<file path="src/rtl/game_pkg.sv">
// rtl/game_pkg.sv - shared match-sequencer types, winner codes and defaults
package game_pkg;

  typedef enum logic [2:0] {
    WAIT_BALL,
    DELIVER,
    SETTLE,
    CHECK,
    INN_BREAK,
    MATCH_OVER
  } state_t;

  localparam logic [1:0] WIN_NONE = 2'b00;
  localparam logic [1:0] WIN_T1   = 2'b01;
  localparam logic [1:0] WIN_T2   = 2'b10;
  localparam logic [1:0] WIN_TIE  = 2'b11;

  localparam int MAX_WICKETS_DEF = 10;

  // Falling one run short of the target is a tie; anything less is a team 1 win.
  function automatic logic [1:0] decide_winner(input logic [8:0] runs,
                                               input logic [8:0] tgt);
    if (runs >= tgt)
      return WIN_T2;
    else if (runs == tgt - 9'd1)
      return WIN_TIE;
    else
      return WIN_T1;
  endfunction

endpackage

</file>
<file path="src/rtl/btn_sync_edge.sv">
// rtl/btn_sync_edge.sv - two-flop synchronizer with a one-cycle rising-edge pulse
module btn_sync_edge (
  input  logic clk_fpga,
  input  logic reset,
  input  logic btn,
  output logic press
);

  logic sync1;
  logic sync2;
  logic sync2_d;

  always_ff @(posedge clk_fpga) begin
    if (reset) begin
      sync1   <= 1'b0;
      sync2   <= 1'b0;
      sync2_d <= 1'b0;
    end else begin
      sync1   <= btn;
      sync2   <= sync1;
      sync2_d <= sync2;
    end
  end

  assign press = sync2 & ~sync2_d;

endmodule

</file>
<file path="src/rtl/innings_controller.sv">
// rtl/innings_controller.sv - ball/over sequencer, innings switch, chase target and result
module innings_controller
  import game_pkg::*;
#(
  parameter int BALLS_PER_OVER    = 6,
  parameter int OVERS_PER_INNINGS = 2,
  parameter int MAX_WICKETS       = MAX_WICKETS_DEF,
  parameter int SETTLE_CYCLES     = 2
) (
  input  logic       clk_fpga,
  input  logic       reset,
  input  logic       bowl_btn,
  input  logic [7:0] binaryRuns,
  input  logic [3:0] binaryWickets,
  output logic       delivery,
  output logic       teamSwitch,
  output logic       gameOver,
  output logic [2:0] ballInOver,
  output logic [3:0] overCount,
  output logic [8:0] target,
  output logic [1:0] winner
);

  state_t     state;
  logic       innings2;
  logic [7:0] settle_cnt;
  logic       press;

  logic       over_done;
  logic [2:0] ball_next;
  logic [3:0] over_next;
  logic       end_inn;

  btn_sync_edge u_bowl_sync (
    .clk_fpga (clk_fpga),
    .reset    (reset),
    .btn      (bowl_btn),
    .press    (press)
  );

  // Wicket, over and chase conditions are folded into one decision so the innings ends once.
  always_comb begin
    over_done = (ballInOver == 3'(BALLS_PER_OVER - 1));
    ball_next = over_done ? 3'd0 : ballInOver + 3'd1;
    over_next = over_done ? overCount + 4'd1 : overCount;
    end_inn   = (binaryWickets >= 4'(MAX_WICKETS)) ||
                (over_next == 4'(OVERS_PER_INNINGS)) ||
                (innings2 && ({1'b0, binaryRuns} >= target));
  end

  always_ff @(posedge clk_fpga) begin
    if (reset) begin
      state      <= WAIT_BALL;
      innings2   <= 1'b0;
      settle_cnt <= 8'd0;
      delivery   <= 1'b0;
      teamSwitch <= 1'b0;
      gameOver   <= 1'b0;
      ballInOver <= 3'd0;
      overCount  <= 4'd0;
      target     <= 9'd0;
      winner     <= WIN_NONE;
    end else begin
      delivery <= 1'b0;
      case (state)
        WAIT_BALL: begin
          if (press) begin
            delivery <= 1'b1;
            state    <= DELIVER;
          end
        end
        DELIVER: begin
          settle_cnt <= 8'(SETTLE_CYCLES - 1);
          state      <= SETTLE;
        end
        SETTLE: begin
          if (settle_cnt == 8'd0)
            state <= CHECK;
          else
            settle_cnt <= settle_cnt - 8'd1;
        end
        CHECK: begin
          ballInOver <= ball_next;
          overCount  <= over_next;
          if (!end_inn) begin
            state <= WAIT_BALL;
          end else if (!innings2) begin
            target <= {1'b0, binaryRuns} + 9'd1;
            state  <= INN_BREAK;
          end else begin
            winner   <= decide_winner({1'b0, binaryRuns}, target);
            gameOver <= 1'b1;
            state    <= MATCH_OVER;
          end
        end
        INN_BREAK: begin
          // The press that starts innings 2 is consumed here and bowls nothing.
          if (press) begin
            teamSwitch <= 1'b1;
            innings2   <= 1'b1;
            ballInOver <= 3'd0;
            overCount  <= 4'd0;
            state      <= WAIT_BALL;
          end
        end
        MATCH_OVER: begin
        end
        default: state <= WAIT_BALL;
      endcase
    end
  end

endmodule

</file>
<file path="config.mk">
export PLATFORM = sky130hd
export DESIGN_NAME = innings_controller
export DESIGN_NICKNAME = d
export VERILOG_FILES = /design/src/rtl/game_pkg.sv /design/src/rtl/btn_sync_edge.sv /design/src/rtl/innings_controller.sv
export SDC_FILE = /design/constraint.sdc
export NUM_CORES = 1
export LEC_CHECK = 0
export BUFFER_PORTS_ARGS = -buffer_cell sky130_fd_sc_hd__buf_2
export CORE_UTILIZATION = 40
export CTS_BUF_LIST = sky130_fd_sc_hd__clkbuf_2 sky130_fd_sc_hd__clkbuf_4 sky130_fd_sc_hd__clkbuf_8
export DETAILED_ROUTE_END_ITERATION = 8
export SYNTH_ARGS = -nofsm -noshare
export SYNTH_HDL_FRONTEND = slang
export SYNTH_HIERARCHICAL = 1
export SYNTH_SLANG_ARGS = --single-unit
</file>
<file path="constraint.sdc">
create_clock -name clk_fpga -period 2.2 [get_ports clk_fpga]
set_input_delay 0.11 -clock clk_fpga [delete_from_list [all_inputs] [get_ports clk_fpga]]
set_output_delay 0.11 -clock clk_fpga [all_outputs]
set_load 0.05 [all_outputs]
</file>
Word-level counts from Yosys, hierarchy flattened:

Index checks and enable logic that the tools add are counted.

* bits in registers: 35
* input port bits: 15
* logic and storage cells: 66

* add/sub/neg operators: 5
* order comparisons: 2
* equal/unequal tests: 12
* multiplexer cells: 16
* bitwise operators: 5
* reduce and logical (&&, ||, !) cells: 14

Operators by type and width (number)
* $pmux 3 s6: 1
* $pmux 8 s2: 1
* $mux 3: 5
* $add 8x1->9 const B: 1
* $eq 3x3->1 const B: 3
* $eq 8x9->1: 1
* $ge 8x9->1: 1
* $sub 9x1->9 const B: 1
* $logic_not 8->1: 1
* $mux 4: 2
* $mux 8: 1
* $ne 2x2->1 const B: 4
* $pmux 4 s2: 1
* $sub 8x1->8 const B: 1
* $eq 3x2->1 const B: 2
* $pmux 3 s2: 1
* $reduce_and 2->1: 3
* $reduce_and 3->1: 2
* $add 4x1->4 const B: 1
* $eq 4x2->1 const B: 1
* $ge 4x4->1 const B: 1
* $mux 2: 2
* $not 1->1: 4
* $reduce_and 4->1: 1
* other kinds (9): 12

Longest topological paths before layout:

Gate-level depths: netlist of the first run.

* depth in word-level cells: 7
* mapped depth: 9

By module:

The synthesis of the first run kept the hierarchy.

By module, submodules not included
* innings_controller: times used 1, cells an instance 241, area each 2008.2 µm², sequential area each 640.6 µm²
* btn_sync_edge: times used 1, cells an instance 7, area each 87.6 µm², sequential area each 60.1 µm²

Worst setup path after synthesis of the first run:

No wires, ideal clock.

* path type: register -> register
* from: reg target[6]
* to: reg winner[0]
* setup time: 0.128 ns
* arrival: 2.299 ns
* required time: 2.072 ns
* path slack: -0.227 ns
* cell stages (with the launch flop): 9
* path buffers: 0
* clock period less this slack: 2.427 ns
* cells stage by stage: dfxtp_1 inv_1 ha_1 a211oi_1 o32ai_1 a21oi_1 a211oi_1 mux2i_1 nor2_1

* cells in the longest elaborated chain, start to end: 4
* elaborated cells between the ends (all ways): 5
* those cells by class: 1 x order compare; 1 x mux; 3 x reduce/logical

RTL lines
* from (decl): line innings_controller.sv:20 `output logic [8:0] target,`
* from (signal assigned): line innings_controller.sv:88 `target <= {1'b0, binaryRuns} + 9'd1;`
* $ge 8x9->1 *: line game_pkg.sv:23, innings_controller.sv:48
* $logic_and 1x1->1: line innings_controller.sv:48 `(innings2 && ({1'b0, binaryRuns} >= target));`
* $logic_or 1x1->1: line innings_controller.sv:47 `(over_next == 4'(OVERS_PER_INNINGS)) ||`
* $reduce_and 3->1 (no line)
* to (signal assigned): line innings_controller.sv:91 `winner <= decide_winner({1'b0, binaryRuns}, target);`
* to (decl): line innings_controller.sv:21 `output logic [1:0] winner`

Every way passes the cells marked *; elsewhere a longest branch is shown, timed or not.
A chain may end at the register's enable or synchronous reset.

Worst setup path in the final report of the first run:

* from: reg target[6]
* to: reg winner[1]

* cells in the longest elaborated chain, start to end: 4
* elaborated cells between the ends (all ways): 8
* those cells by class: 1 x add/sub; 1 x order compare; 1 x eq/ne; 2 x mux; 3 x reduce/logical

RTL lines (line)
* $sub 9x1->9 / $ge 8x9->1 (equally long branches): game_pkg.sv:25, game_pkg.sv:23, innings_controller.sv:48
* $eq 8x9->1 / $logic_and 1x1->1 (equally long branches): game_pkg.sv:25, innings_controller.sv:48
* $mux 2 / $logic_or 1x1->1 (equally long branches): game_pkg.sv:25, innings_controller.sv:47
* $mux 2 / $reduce_and 3->1 (equally long branches)

Several ways; a longest one is shown, not always the timed one.

==> results of run 1 <==
## metal layers
layer | routed length (um) | global-route usage, %
met1 | 2150 | 22.9
met4 | 77 | 7.55
met3 | 151 | 4.07
met5 | 0 | 0
met2 | 1750 | 25.0
## cell usage after synthesis, types with 3 or more instances
| master | count |
|---|---|
| buf_2 | 3 |
| inv_1 | 14 |
| ha_1 | 13 |
| dfxtp_1 | 35 |
| xnor2_1 | 13 |
| nand3_1 | 6 |
| clkbuf_1 | 5 |
| nor2b_1 | 4 |
| a21oi_1 | 10 |
| nor3b_1 | 5 |
| or3_1 | 3 |
| nor4_1 | 5 |
| mux2i_1 | 3 |
| nand2_1 | 15 |
| nor3_1 | 8 |
| nor2_1 | 39 |
| nand2b_1 | 3 |
| o21ai_0 | 5 |
| a211oi_1 | 11 |
| xor2_1 | 7 |
## state kept, by name, summed over array words and instances (netlist names)
register,cells
innings2,1
winner,2
settle_cnt,8
ballInOver,3
u_bowl_sync/sync2,1
state,3
u_bowl_sync/sync2_d,1
target,9
overCount,4
gameOver,1
u_bowl_sync/sync1,1
delivery,1
## area by class of cell
cell class                 count  area share, %
clock buffer                   7           3.89
clock inverter                 1          0.303
inverter                      14           2.12
multi-input combinational    187           51.8
sequential                    35           28.9
tap                           67           3.38
timing repair buffer          43           9.60
## worst max-delay path, cell delays in order, from the launching register on
cell and delay (ps):
dfxtp_2 330, buf_4 150, or3_1 340, a32o_1 210, nand2_1 60, nor2_1 40
or4_1 550, a311oi_1 260
## through the flow
| stage | instance area, um2 | setup slack [ps] | instances | hold WS, ps | utilization (%) |
|---|---|---|---|---|---|
| after floorplan | 2110 | 9.28 | 248 | 182 | - |
| after global placement | 2370 | 165 | 346 | 323 | 48.5 |
| after detailed placement | 2370 | 129 | 346 | 323 | 48.5 |
| after CTS | 2470 | 112 | 354 | 18.2 | 50.6 |
| after global routing | 2480 | 3.06 | 354 | 29.9 | 50.8 |
| final | 2480 | 176 | 354 | 26.4 | 50.8 |
## report_power, final
| part | total [mW] | internal [mW] | leakage (nW) | switching, mW |
|---|---|---|---|---|
| registers | 0.680 | 0.657 | 0.290 | 0.0226 |
| clock network | 0.522 | 0.285 | 0.0505 | 0.237 |
| logic | 0.195 | 0.0908 | 0.696 | 0.104 |
| total | 1.40 | 1.03 | 1.04 | 0.364 |
## timing repair
action | CTS | global route
resized for setup | 0 | 2
setup endpoints to repair | 0 | 2
setup buffers | 0 | 0
## kinds of logic (layout without fill, tap and decap cells)
| family | Yosys count | in the layout | share of synthesized area (%) |
|---|---|---|---|
| and+or+nand+nor | 106 | 106 | 27.3 |
| AOI/OAI and AO/OA | 44 | 44 | 15.4 |
| DFF | 35 | 35 | 33.4 |
| buffers and inverters | 26 | 65 | 5.73 |
| xor gates and xnor gates | 20 | 20 | 8.36 |
| adders and majority gates | 13 | 13 | 7.76 |
| muxes | 4 | 4 | 1.97 |
## worst paths after layout
path,startpoint,end,slack (ps),cells past startpoint
max,target[6],winner[1],180,7
min,bowl_btn,u_bowl_sync/sync1,30,2
max reg2reg,target[6],winner[1],180,7
min reg2reg,u_bowl_sync/sync1,u_bowl_sync/sync2,450,1
==> qor.txt, run 1 <==
Status - completed
Die Y - 74.4 um
FFs w/ async S/R, synth - 0%
Core Area - 4880 um2
Area growth syn-to-layout - 18.2%
Initial DRC count - 86
Nets - 314
Slew @ Worst Pin - 575 ps
Relative slew slack - 61.7%
Worst Setup End Kind - flip-flop
Syn_area_per_cell - 8.45 um2
CTS clock-pin slew for the worst setup and hold paths - 70 ps
Endpoints failing hold - 0
Clk_skew - 6.62 ps
Final period util - 92.0%
Count of cell types in the netlist - 55
Flops & latches, synth - 35
Hold Path Class - input port to flip-flop
Routability cong. - 0.747
Multi-input logic area - 1280 um2
Die area - 5530 um2
Final Power - 1.40 mW
Fmax - 494 MHz
Fin crit period - 2020 ps
Drt total wl - 4130 um
Chip width - 74.4 um
Critical path arrival - 2230 ps
Port bufs - 34
Synth Net Count - 276
Peak supply drop - 0.400 mV
Layout cell share with drive strength beyond 1 - 27.2%
Crit-path max FO - 8
Starting Density - 42.9%
H-tree depth - 2
Clock latency on the worst-skew pair - 290 ps
Worst setup SP type - flip-flop
GRT Overall Usage - 16.8%
Mapped cell area - 2100 um2
N_diodes - 0
Ports - 36
ANT nets after route - 0
Ranking of synthesized cells by area - dfxtp_1 33%, ha_1 7.8%, nor2_1 7.0%
Vias in the first global route - 1,573
Vias per cell - 5.06
PwrDens - 564 nW/um2
Ys flop type - dfxtp_1
WL per Instance - 11.7 um
Sum Neg Setup Slack - 0 ps
DRC - 0
TritonCTS clock tree - yes
Synth warn - 6
Most common cell after layout, fill and taps aside - nor2_1
Pins Over Slew Limit - 0
Register area share after synthesis - 33.4%
Post-synth EDFFs - 0
Core Rows - 25
Clk buf depth - 2
Commonest non-fill, non-tap cells in the layout - 39 x nor2_1, 34 x buf_2, 22 x dfxtp_1
First-pass iteration count of the detailed router - 6
Number of buffers created by CTS - 5
CP required - 2400 ps
Clock root buffer - clkbuf_8
Leakage - 1.04 nW
Hpwl dp - 2990 um
Routed via count - 1,792
CTS Sinks - 35
Congestion Overflow GR - 0
Initial antenna violation count - 0
Critical path type - flip-flop to flip-flop
Largest net degree at the start of global routing - 31
Final setup viols - 0
Yosys top cell area share - 33.4%
Seq. cell area - 717 um2
CTS Hold Bufs - 0
Fill cell count - 472
Unrepaired setup endpoints after global routing - false
Synth area leader - dfxtp_1
Max Cap Viol - 0
Mapped Cells - 248
First-pass GRT wire length - 7100 um
Note: power is estimated with default switching activity, not from simulation.
==> run 2, diff against run 1 <==
Settings changed: CELL_PAD_IN_SITES_DETAIL_PLACEMENT set to 0, CELL_PAD_IN_SITES_GLOBAL_PLACEMENT set to 1, PLACE_DENSITY_LB_ADDON set to 0.1.
==> run 2 against run 1 <==
Compared with the run above: first-iteration DRC count shrank 22%; clock power shrank 16%; core utilization grew 0.69 points; sequential share of layout area shrank 0.29 points; critical path depth shrank 1; largest power group unchanged; highest routed layer unchanged.
==> qor.txt, run 2 (same netlist as run 1, synthesis figures left out) <==
Status - completed
Chip width - 74.4 um
Critical path arrival - 2230 ps
Hpwl dp - 3240 um
Max Cap Viol - 0
Most common cell after layout, fill and taps aside - nor2_1
Crit-path max FO - 5
PwrDens - 528 nW/um2
Largest net degree at the start of global routing - 23
Pins Over Slew Limit - 0
Core Rows - 25
CTS Sinks - 35
CTS clock-pin slew for the worst setup and hold paths - 70 ps
Largest register FFs - 9
Fin crit period - 2030 ps
Endpoints failing hold - 0
Worst setup SP type - flip-flop
Vias in the first global route - 1,588
Routability cong. - 0.754
First-pass iteration count of the detailed router - 4
Port bufs - 34
GRT Overall Usage - 17.7%
Initial DRC count - 67
Leakage - 1.05 nW
Setup ws final - 169 ps
N_diodes - 0
Peak supply drop - 0.393 mV
Clk buf depth - 2
Nets - 315
TritonCTS clock tree - yes
Unrepaired setup endpoints after global routing - false
Die area - 5530 um2
Initial antenna violation count - 0
Final Power - 1.33 mW
Commonest non-fill, non-tap cells in the layout - 39 x nor2_1, 34 x buf_2, 22 x dfxtp_1
Hold Path Class - input port to flip-flop
Slew @ Worst Pin - 440 ps
Clk_skew - 5.04 ps
DRC - 0
Fmax - 492 MHz
ANT nets after route - 0
Sum Neg Setup Slack - 0 ps
Layout cell share with drive strength beyond 1 - 28.7%
Congestion Overflow GR - 0
Final setup viols - 0
Starting Density - 42.9%
Number of buffers created by CTS - 5
Area growth syn-to-layout - 19.8%
Vias per cell - 5.08
Clock root buffer - clkbuf_8
Place WS - 96.5 ps
Worst Setup End Kind - flip-flop
Critical path type - flip-flop to flip-flop
WL per Instance - 12.7 um
Regs by FF count - target (9), settle_cnt (8), overCount (4)
Clock latency on the worst-skew pair - 280 ps
Core Area - 4880 um2
Reg with most FFs - target
First-pass GRT wire length - 7430 um
Drt total wl - 4500 um
CP required - 2400 ps
Final period util - 92.3%
CTS Hold Bufs - 0
Routed via count - 1,792
Die Y - 74.4 um
Relative slew slack - 70.6%
Ports - 36
H-tree depth - 2
run 2: final timing paths:
check | from | endpoint | slack, ps | depth (start not counted)
max | target[2] | winner[1] | 170 | 6
min reg2reg | u_bowl_sync/sync1 | u_bowl_sync/sync2 | 440 | 1
min | bowl_btn | u_bowl_sync/sync1 | 30 | 2
max reg2reg | target[2] | winner[1] | 170 | 6
run 2: area by class of cell:
cell class / count / area [um2]
clock buffers: 6 / 76.3
fillers: 514 / 2370
inverters: 14 / 52.6
multi-input cells: 187 / 1320
flip-flops and latches: 35 / 719
well taps: 67 / 83.8
repair buffers: 44 / 258
run 2: worst max-delay path: stages (launching register included):
cell and delay [ps]:
dfxtp_2 340, buf_4 150, nor3_1 180, xnor2_1 80, or3_2 470, or4_1 460
a311oi_2 270
run 2: repair_timing:
action / in CTS / in global routing
setup endpoints to repair: 0 / 5
resized for setup: 0 / 9
buffers inserted: 0 / 0
run 2: through the flow:
stage | hold slack (ps) | area (um2) | cells | utilization (%)
2_1_floorplan | 182 | 2110 | 248 | -
3_3_place_gp | 316 | 2390 | 347 | 48.9
3_5_place_dp | 325 | 2390 | 347 | 48.9
4_1_cts | 26.9 | 2460 | 353 | 50.5
5_1_grt | 61.4 | 2510 | 353 | 51.5
6_report | 32.0 | 2510 | 353 | 51.5
run 2: layer usage:
metal | share of wire [%] | GRT usage (%) | vias to the layer above
li1 | - | - | 947
met3 | 4.4 | 4.07 | 6
met4 | 0.89 | 5.66 | 0
met1 | 53 | 25.2 | 802
met2 | 42 | 26.4 | 37
met5 | 0 | 0 | -
run 2: report_power, final:
group | switching [mW] | internal, mW
Combinational | 0.110 | 0.0946
Clock | 0.217 | 0.223
Sequential | 0.0234 | 0.656
